<file path="config.mk">
export PLATFORM = sky130hd
export DESIGN_NAME = reg_bank_write_arbiter_flat
export DESIGN_NICKNAME = d
export VERILOG_FILES = /design/src/rtl/reg_bank_write_arbiter_if.sv /design/src/rtl/reg_bank_write_arbiter.sv /design/src/flat_wrapper.sv
export SDC_FILE = /design/constraint.sdc
export NUM_CORES = 1
export LEC_CHECK = 0
export CORE_UTILIZATION = 45
export DETAILED_ROUTE_END_ITERATION = 12
export GPL_TIMING_DRIVEN = 1
export PLACE_DENSITY_LB_ADDON = 0.3
export SYNTH_ARGS = -nofsm -noshare
export SYNTH_HDL_FRONTEND = slang
export SYNTH_SLANG_ARGS = --single-unit
</file>
<file path="constraint.sdc">
create_clock -name clk -period 3 [get_ports clk]
set_clock_uncertainty 0.2 [all_clocks]
set_input_delay 0.6 -clock clk [delete_from_list [all_inputs] [get_ports clk]]
set_output_delay 0.6 -clock clk [all_outputs]
set_load 0.02 [all_outputs]
</file>
<file path="src/rtl/reg_bank_write_arbiter_if.sv">
// Bus bundle for the two-requester register bank write arbiter.
// The master side is the producer/reader; the slave side is the arbiter itself.
interface reg_bank_write_arbiter_if #(
  parameter int N      = 4,
  parameter int ADDR_W = 2
);
  // Requester 0 write channel
  logic              req0_valid;
  logic [ADDR_W-1:0] req0_addr;
  logic [N-1:0]      req0_data;
  logic              req0_ready;

  // Requester 1 write channel
  logic              req1_valid;
  logic [ADDR_W-1:0] req1_addr;
  logic [N-1:0]      req1_data;
  logic              req1_ready;

  // Combinational read port
  logic [ADDR_W-1:0] rd_addr;
  logic [N-1:0]      rd_data;

  // Registered trace of the last committed write, plus arbiter state
  logic              wr_en;
  logic [ADDR_W-1:0] wr_addr;
  logic [N-1:0]      wr_data;
  logic              prio;

  modport master (
    output req0_valid, req0_addr, req0_data,
    output req1_valid, req1_addr, req1_data,
    output rd_addr,
    input  req0_ready, req1_ready,
    input  rd_data,
    input  wr_en, wr_addr, wr_data, prio
  );

  modport slave (
    input  req0_valid, req0_addr, req0_data,
    input  req1_valid, req1_addr, req1_data,
    input  rd_addr,
    output req0_ready, req1_ready,
    output rd_data,
    output wr_en, wr_addr, wr_data, prio
  );
endinterface

</file>
<file path="src/rtl/reg_bank_write_arbiter.sv">
// Round-robin arbiter sharing the write port of a small register bank between
// two valid/ready requesters. One combinational read port; every committed
// write is echoed on wr_en/wr_addr/wr_data one cycle later for tracing.
module reg_bank_write_arbiter #(
  parameter int N      = 4,
  parameter int ADDR_W = 2
) (
  input  logic                      clk,
  input  logic                      rst_n,
  reg_bank_write_arbiter_if.slave   bus
);
  localparam int DEPTH = 1 << ADDR_W;

  logic              grant0;
  logic              grant1;
  logic              xfer;
  logic [ADDR_W-1:0] sel_addr;
  logic [N-1:0]      sel_data;

  logic              prio_reg;
  logic              wr_en_reg;
  logic [ADDR_W-1:0] wr_addr_reg;
  logic [N-1:0]      wr_data_reg;

  logic [N-1:0]      bank_word [DEPTH];

  // Grant selection: a lone requester always wins; under contention prio
  // picks the winner. Reset gates both grants so nothing is accepted while
  // rst_n is low, even though the flops are already cleared.
  always_comb begin
    grant0 = 1'b0;
    grant1 = 1'b0;
    if (rst_n) begin
      if (bus.req0_valid && (!bus.req1_valid || !prio_reg)) begin
        grant0 = 1'b1;
      end else if (bus.req1_valid) begin
        grant1 = 1'b1;
      end
    end
    xfer     = grant0 | grant1;
    sel_addr = grant1 ? bus.req1_addr : bus.req0_addr;
    sel_data = grant1 ? bus.req1_data : bus.req0_data;
  end

  assign bus.req0_ready = grant0;
  assign bus.req1_ready = grant1;

  // One register per bank word; each loads only when the winning write targets it.
  genvar gi;
  generate
    for (gi = 0; gi < DEPTH; gi++) begin : g_word
      logic [N-1:0] word_reg;

      // Word gi: clear on reset, capture the granted data on a matching transfer.
      always_ff @(posedge clk or negedge rst_n) begin
        if (!rst_n) begin
          word_reg <= '0;
        end else if (xfer && (sel_addr == ADDR_W'(gi))) begin
          word_reg <= sel_data;
        end
      end

      assign bank_word[gi] = word_reg;
    end
  endgenerate

  // Read port is a plain mux, so a same-address write shows up only after the edge.
  assign bus.rd_data = bank_word[bus.rd_addr];

  // Priority flips away from whoever just won; the trace records each committed
  // write and keeps the last address/data when idle.
  always_ff @(posedge clk or negedge rst_n) begin
    if (!rst_n) begin
      prio_reg    <= 1'b0;
      wr_en_reg   <= 1'b0;
      wr_addr_reg <= '0;
      wr_data_reg <= '0;
    end else begin
      wr_en_reg <= xfer;
      if (xfer) begin
        prio_reg    <= grant0;
        wr_addr_reg <= sel_addr;
        wr_data_reg <= sel_data;
      end
    end
  end

  assign bus.prio    = prio_reg;
  assign bus.wr_en   = wr_en_reg;
  assign bus.wr_addr = wr_addr_reg;
  assign bus.wr_data = wr_data_reg;
endmodule
</file>
<file path="src/flat_wrapper.sv">
// flat-port wrapper written by rule: the top's interface ports become plain ports
module reg_bank_write_arbiter_flat 
#(
  parameter int N      = 4,
  parameter int ADDR_W = 2
)
  (clk, rst_n, bus_req0_valid, bus_req0_addr, bus_req0_data, bus_req1_valid, bus_req1_addr, bus_req1_data, bus_rd_addr, bus_req0_ready, bus_req1_ready, bus_rd_data, bus_wr_en, bus_wr_addr, bus_wr_data, bus_prio);
  reg_bank_write_arbiter_if #(.N(N), .ADDR_W(ADDR_W)) bus_i ();
  input  logic clk;
  input  logic rst_n;
  input wire logic [$bits(bus_i.req0_valid)-1:0] bus_req0_valid;
  input wire logic [$bits(bus_i.req0_addr)-1:0] bus_req0_addr;
  input wire logic [$bits(bus_i.req0_data)-1:0] bus_req0_data;
  input wire logic [$bits(bus_i.req1_valid)-1:0] bus_req1_valid;
  input wire logic [$bits(bus_i.req1_addr)-1:0] bus_req1_addr;
  input wire logic [$bits(bus_i.req1_data)-1:0] bus_req1_data;
  input wire logic [$bits(bus_i.rd_addr)-1:0] bus_rd_addr;
  output wire logic [$bits(bus_i.req0_ready)-1:0] bus_req0_ready;
  output wire logic [$bits(bus_i.req1_ready)-1:0] bus_req1_ready;
  output wire logic [$bits(bus_i.rd_data)-1:0] bus_rd_data;
  output wire logic [$bits(bus_i.wr_en)-1:0] bus_wr_en;
  output wire logic [$bits(bus_i.wr_addr)-1:0] bus_wr_addr;
  output wire logic [$bits(bus_i.wr_data)-1:0] bus_wr_data;
  output wire logic [$bits(bus_i.prio)-1:0] bus_prio;
  assign bus_i.req0_valid = bus_req0_valid;
  assign bus_i.req0_addr = bus_req0_addr;
  assign bus_i.req0_data = bus_req0_data;
  assign bus_i.req1_valid = bus_req1_valid;
  assign bus_i.req1_addr = bus_req1_addr;
  assign bus_i.req1_data = bus_req1_data;
  assign bus_i.rd_addr = bus_rd_addr;
  assign bus_req0_ready = bus_i.req0_ready;
  assign bus_req1_ready = bus_i.req1_ready;
  assign bus_rd_data = bus_i.rd_data;
  assign bus_wr_en = bus_i.wr_en;
  assign bus_wr_addr = bus_i.wr_addr;
  assign bus_wr_data = bus_i.wr_data;
  assign bus_prio = bus_i.prio;
  reg_bank_write_arbiter #(.N(N), .ADDR_W(ADDR_W)) u_core (.clk(clk), .rst_n(rst_n), .bus(bus_i));
endmodule
</file>
==> flow_metrics.tcl, run 1 <==
set metrics [dict create \
    outcome "finished, final reports clean" \
    globalRoute.totalOverflow 0 \
    wl_per_cell_um 15.3 \
    rsz0062_at_grt "false" \
    slew-limit-headroom 0.678 \
    place_hpwl_um 1770 \
    rows 18 \
    fmax_ghz 0.347 \
    antenna_left 0 \
    netlist_area_mm2 0.00117 \
    synth.yosys.seq_area_share 0.513 \
    wirelength_met1_um 994 \
    multi_input_area_um2 559 \
    crit_path_end_kind "output pin" \
    dr_wl_met2_um 1080 \
    dr.pass1.iters 2 \
    hold_depth 1 \
    antenna_found_initial 0 \
    cts.sinks 24 \
    fillers 190 \
    grt_pass1_vias 804 \
    async_reset_ff_frac 1.00 \
    hp-class "reg -> reg" \
    cts_buffer_depth 2 \
    grt_max_degree 21 \
    p_per_area_mw_per_mm2 650 \
    die_w_um 53.0 \
    clk_latency_ns 0.31 \
    start_util 0.473 \
    placed_cell_area_mm2 0.00155 \
    place_inst 142 \
    drc 0 \
    min_period_over_period 0.959 \
    seqCellArea_um2 601 \
    slew_viol_final 0 \
    gp_congestion 0.792 \
    hold_slack_ns 0.310 \
    routed-wl-met3_um 150 \
    cp.arrival_ns 2.08 \
    port_buffers 31 \
    viasPerCell 5.33 \
    tightest_slew_ns 0.478 \
    synth_seq_cells 24 \
    cp_max_fo 3 \
    synth_edf_count 0 \
    clk_pin_slew_ns 0.13 \
    cap_violations 0 \
    grt_usage 0.184 \
    grt_pass1_wl_um 3630 \
    ir_worst_vdd_v 0.000446 \
    leakage_nw 0.673 \
    die-area_mm2 0.00281 \
    antenna_cells 0 \
    synth_cell_types 22 \
    area_delta_synth_final_pct 36.6 \
    via_count 778 \
    hold_viol 0 \
    yosysWarnings 0 \
    io_pins 32 \
    worstRegToRegCells 4 \
    start_kind "input port" \
    drive_gt1_frac 0.388 \
    finalNetCount 135 \
    cp.required_ns 2.20 \
    cts_buffers 3 \
    largest_reg_flops 16 \
    synth_cells 77 \
    design_area_mm2 0.00160 \
    period_needed_ns 2.88 \
    path_class "in -> out" \
    tns_ns 0 \
    die_h_um 53.0 \
    cts-root-buf "clkbuf_4" \
    htree_num_levels 1 \
    detail_route.iter0.violations 6 \
    finalSetupViolCount 0 \
    synth.net_count 95 \
    cts_tree "done" \
    syn-mean-instance-area_um2 15.2 \
    top_layer "met3" \
    drt_wl_total_um 2230 \
    synthFlopType "dfrtp_1" \
    cts_hold_buf 0 \
    final_cells 146 \
    fin_util 0.646 \
    core_area_mm2 0.00248 \
]
[synth_stat cells (2+ instances only)]
cell type | n | area (um2)
a21o_1 | 2 | 15.0
nand2_1 | 2 | 7.51
mux4_2 | 4 | 90.1
inv_1 | 3 | 11.3
dfrtp_1 | 24 | 601
mux2_2 | 24 | 270
nor2_1 | 2 | 7.51
nand2b_1 | 2 | 12.5
[timing repair]
item / 4_1_cts / 5_1_grt
setup endpoints to repair: 4 / 0
setup buffers: 0 / 0
gates resized for setup: 1 / 0
[logic make-up (layout without fill, tap and decap cells)]
kind of cell    count (synthesis)  in the layout  share of synthesized area
compound gates                 11             11                     0.0983
simple gates                   11             11                     0.0716
flops                          24             24                      0.513
mux                            28             28                      0.308
buf+inv                         3             42                    0.00961
[worst max-delay path, stage by stage]
cell and delay, ns:
clkdlybuf4s50_1 0.49, a21bo_2 0.25, nor2_1 0.12, clkdlybuf4s50_1 0.62
[placed cells by master, fill, tap and decap left out, drive strengths merged]
cell and count:
or3b 1, bufinv 1, o32ai 1, nor2b 1
clkdlybuf4s50 30, nand2b 2, a21o 2, dlygate4sd2 1
nand2 3, o21ai 2, dfrtp 24, o32a 1
clkbuf 3, inv 3, a21boi 1, mux4 4
a22o 1, a21oi 2, buf 4, nand3b 1
a21bo 1, nor2 2, mux2 24, nand3 1
[layer usage]
| metal | GRT usage | up-vias |
|---|---|---|
| met3 | 0.0603 | 0 |
| met5 | 0 | - |
| met4 | 0.0263 | 0 |
| met2 | 0.323 | 22 |
| met1 | 0.223 | 390 |
| li1 | - | 366 |
[path summary, 6_finish.rpt]
| check | slack (ns) | startpoint | endpoint |
|---|---|---|---|
| max | 0.12 | bus_req0_valid | bus_req0_ready |
| min in group asynchronous | 0.32 | rst_n | u_core.bus.prio |
| min | 0.31 | u_core.bus.wr_addr[1] | u_core.bus.wr_addr[1] |
| max reg2reg | 1.05 | u_core.bus.prio | u_core.g_word[3].word_reg[2] |
| min reg2reg | 0.31 | u_core.bus.wr_addr[1] | u_core.bus.wr_addr[1] |
| max in group asynchronous | 1.74 | rst_n | u_core.g_word[1].word_reg[0] |
[through the flow]
step | setup WS [ns] | total power [mW]
final | 0.122 | 1.04
after CTS | 0.115 | 1.05
after detailed placement | -0.113 | 0.817
after global placement | -0.108 | 0.802
after global routing | 0.0602 | 1.10
after floorplan | 0.783 | 0.665
[where the power goes]
part | leakage (nW) | total (mW) | internal (mW) | switching (mW)
combinational | 0.359 | 0.344 | 0.206 | 0.138
clock | 0.0279 | 0.231 | 0.135 | 0.0962
sequential | 0.286 | 0.465 | 0.414 | 0.0507
total | 0.673 | 1.04 | 0.755 | 0.285
[final cells by class]
type                       instances  share of cell area
sequential                        24               0.375
tap                               30              0.0235
multi-input combinational         50               0.349
clock inverter                     1              0.0188
clock buffer                       3              0.0141
inverter                           3             0.00704
timing repair buffer              35               0.212
(Power assumes the default switching activity.)
==> run 2: changes to the inputs <==
--- a/config.mk
+++ b/config.mk
@@ -5,10 +5,11 @@
 export SDC_FILE = /design/constraint.sdc
 export NUM_CORES = 1
 export LEC_CHECK = 0
-export CORE_UTILIZATION = 45
+export CORE_UTILIZATION = 47
 export DETAILED_ROUTE_END_ITERATION = 12
 export GPL_TIMING_DRIVEN = 1
 export PLACE_DENSITY_LB_ADDON = 0.3
+export SETUP_SLACK_MARGIN = 0.3
 export SYNTH_ARGS = -nofsm -noshare
 export SYNTH_HDL_FRONTEND = slang
 export SYNTH_SLANG_ARGS = --single-unit
==> constraint.sdc (replaced) <==
create_clock -name clk -period 2.65 [get_ports clk]
set_clock_uncertainty 0.2 [all_clocks]
set_input_delay 0.53 -clock clk [delete_from_list [all_inputs] [get_ports clk]]
set_output_delay 0.53 -clock clk [all_outputs]
set_load 0.02 [all_outputs]
==> run 2 against run 1 <==
Net effect:
- core utilization is 7.8 points higher
- non-clock buffer count grew 8
- critical endpoint unchanged
- largest cell class unchanged
- critical path depth is the same
- flip-flop and latch count unchanged
==> flow_metrics.tcl, run 2 (same netlist as run 1, synthesis figures left out) <==
set metrics [dict create \
    outcome "finished, final reports clean" \
    grt_pass1_vias 899 \
    path_class "in -> out" \
    rsz0062_at_grt "false" \
    antenna_cells 0 \
    cts-root-buf "clkbuf_4" \
    cts.sinks 24 \
    start_util 0.515 \
    cp_max_fo 3 \
    core_area_mm2 0.00228 \
    place_inst 147 \
    finalNetCount 143 \
    hp-class "in -> async" \
    crit_path_end_kind "output pin" \
    drive_gt1_frac 0.508 \
    finalSetupViolCount 0 \
    dr.pass1.iters 4 \
    htree_num_levels 1 \
    tns_ns 0 \
    io_pins 32 \
    antenna_left 0 \
    fmax_ghz 0.443 \
    period_needed_ns 2.26 \
    detail_route.iter0.violations 16 \
    via_count 834 \
    worst-path-buf-inv 2 \
    die-area_mm2 0.00270 \
    crit_path_max_incr_delay_ns 0.50 \
    globalRoute.totalOverflow 0 \
    cp.required_ns 1.92 \
    final_cell_mix "24 x mux2_2, 24 x dfrtp_1, 21 x clkdlybuf4s50_1" \
    reg2reg_slack_ns 0.75 \
    ir_worst_vdd_v 0.000606 \
    crit_chain "clkdlybuf4s50_1 -> a21bo_2 -> nor2_1 -> buf_2" \
    clk_pin_slew_ns 0.13 \
    p_per_area_mw_per_mm2 714 \
    path_delay_family "buffers and inverters" \
    crit_slowest_cell "clkdlybuf4s50_1" \
    hold_slack_ns 0.0354 \
    hold_viol 0 \
    rows 17 \
    slew-limit-headroom 0.764 \
    die_h_um 51.9 \
    tightest_slew_ns 0.353 \
    cts_hold_buf 0 \
    cap_violations 0 \
    largest_reg_flops 16 \
    drt_wl_total_um 2640 \
    grt_pass1_wl_um 4370 \
    final_cells 152 \
    viasPerCell 5.49 \
    min_period_over_period 0.852 \
    antenna_found_initial 0 \
    clk_latency_ns 0.31 \
    place_hpwl_um 2050 \
    cts_tree "done" \
    port_buffers 31 \
    grt_max_degree 16 \
    gp_congestion 0.745 \
    grt_usage 0.228 \
    cts_buffers 3 \
    leakage_nw 0.735 \
    cp.arrival_ns 1.53 \
    drc 0 \
    slew_viol_final 0 \
    area_delta_synth_final_pct 40.6 \
    wl_per_cell_um 17.4 \
    cts_buffer_depth 2 \
    start_kind "input port" \
    die_w_um 51.9 \
]
==> run 2: cell count changes in the layout (fill, tap and decap cells not counted), moves of 2 or more <==
| cell | delta |
|---|---|
| clkbuf_2 | +5 |
| clkdlybuf4s50_1 | -9 |
| dlymetal6s2s_1 | +2 |
| buf_4 | +8 |
==> run 2: final timing paths <==
| kind | start | to | cells past startpoint |
|---|---|---|---|
| max | bus_req0_valid | bus_req0_ready | 4 |
| min | rst_n | u_core.bus.wr_data[0] | 2 |
| max reg2reg | u_core.bus.prio | u_core.g_word[3].word_reg[3] | 4 |
| min reg2reg | u_core.bus.wr_addr[1] | u_core.bus.wr_addr[1] | 1 |
| max in group asynchronous | rst_n | u_core.g_word[2].word_reg[1] | 3 |
| min in group clk | u_core.bus.wr_addr[1] | u_core.bus.wr_addr[1] | 1 |
==> run 2: final cells by class <==
class	instances	area (um2)
clock buffers	3	22.5
well taps	28	35.0
clock inverters	1	30.0
repair buffers	43	375
multi-input cells	50	572
flip-flops and latches	24	601
fillers	175	629
inverters	3	11.3
==> run 2: metal layers <==
metal	track usage	wire, um	vias up
li1	-	-	381
met1	0.296	1140	418
met2	0.395	1340	30
met3	0.0322	132	5
met4	0.0676	34	0
met5	0	0	-
==> run 2: what timing repair did <==
item	in CTS	in global routing
endpoints found under the setup margin	11	14
buffers inserted	0	1
resized for setup	18	11
pin swaps	0	2
endpoints found under the hold margin	0	0
==> run 2: report_power, final <==
group          switching [mW]  total [mW]  internal [mW]  leakage, nW
sequential             0.0614       0.530          0.469        0.286
clock                   0.108       0.261          0.153       0.0279
combinational           0.167       0.384          0.217        0.421
total                   0.336        1.18          0.840        0.735
==> run 2: per-stage QoR <==
step	power, mW	setup slack, ns	util	area (um2)
2_1_floorplan	0.753	0.503	-	1170
3_3_place_gp	0.919	-0.319	0.703	1600
3_5_place_dp	0.946	-0.352	0.703	1600
4_1_cts	1.19	0.294	0.730	1660
5_1_grt	1.23	0.329	0.723	1650
6_report	1.18	0.392	0.723	1650
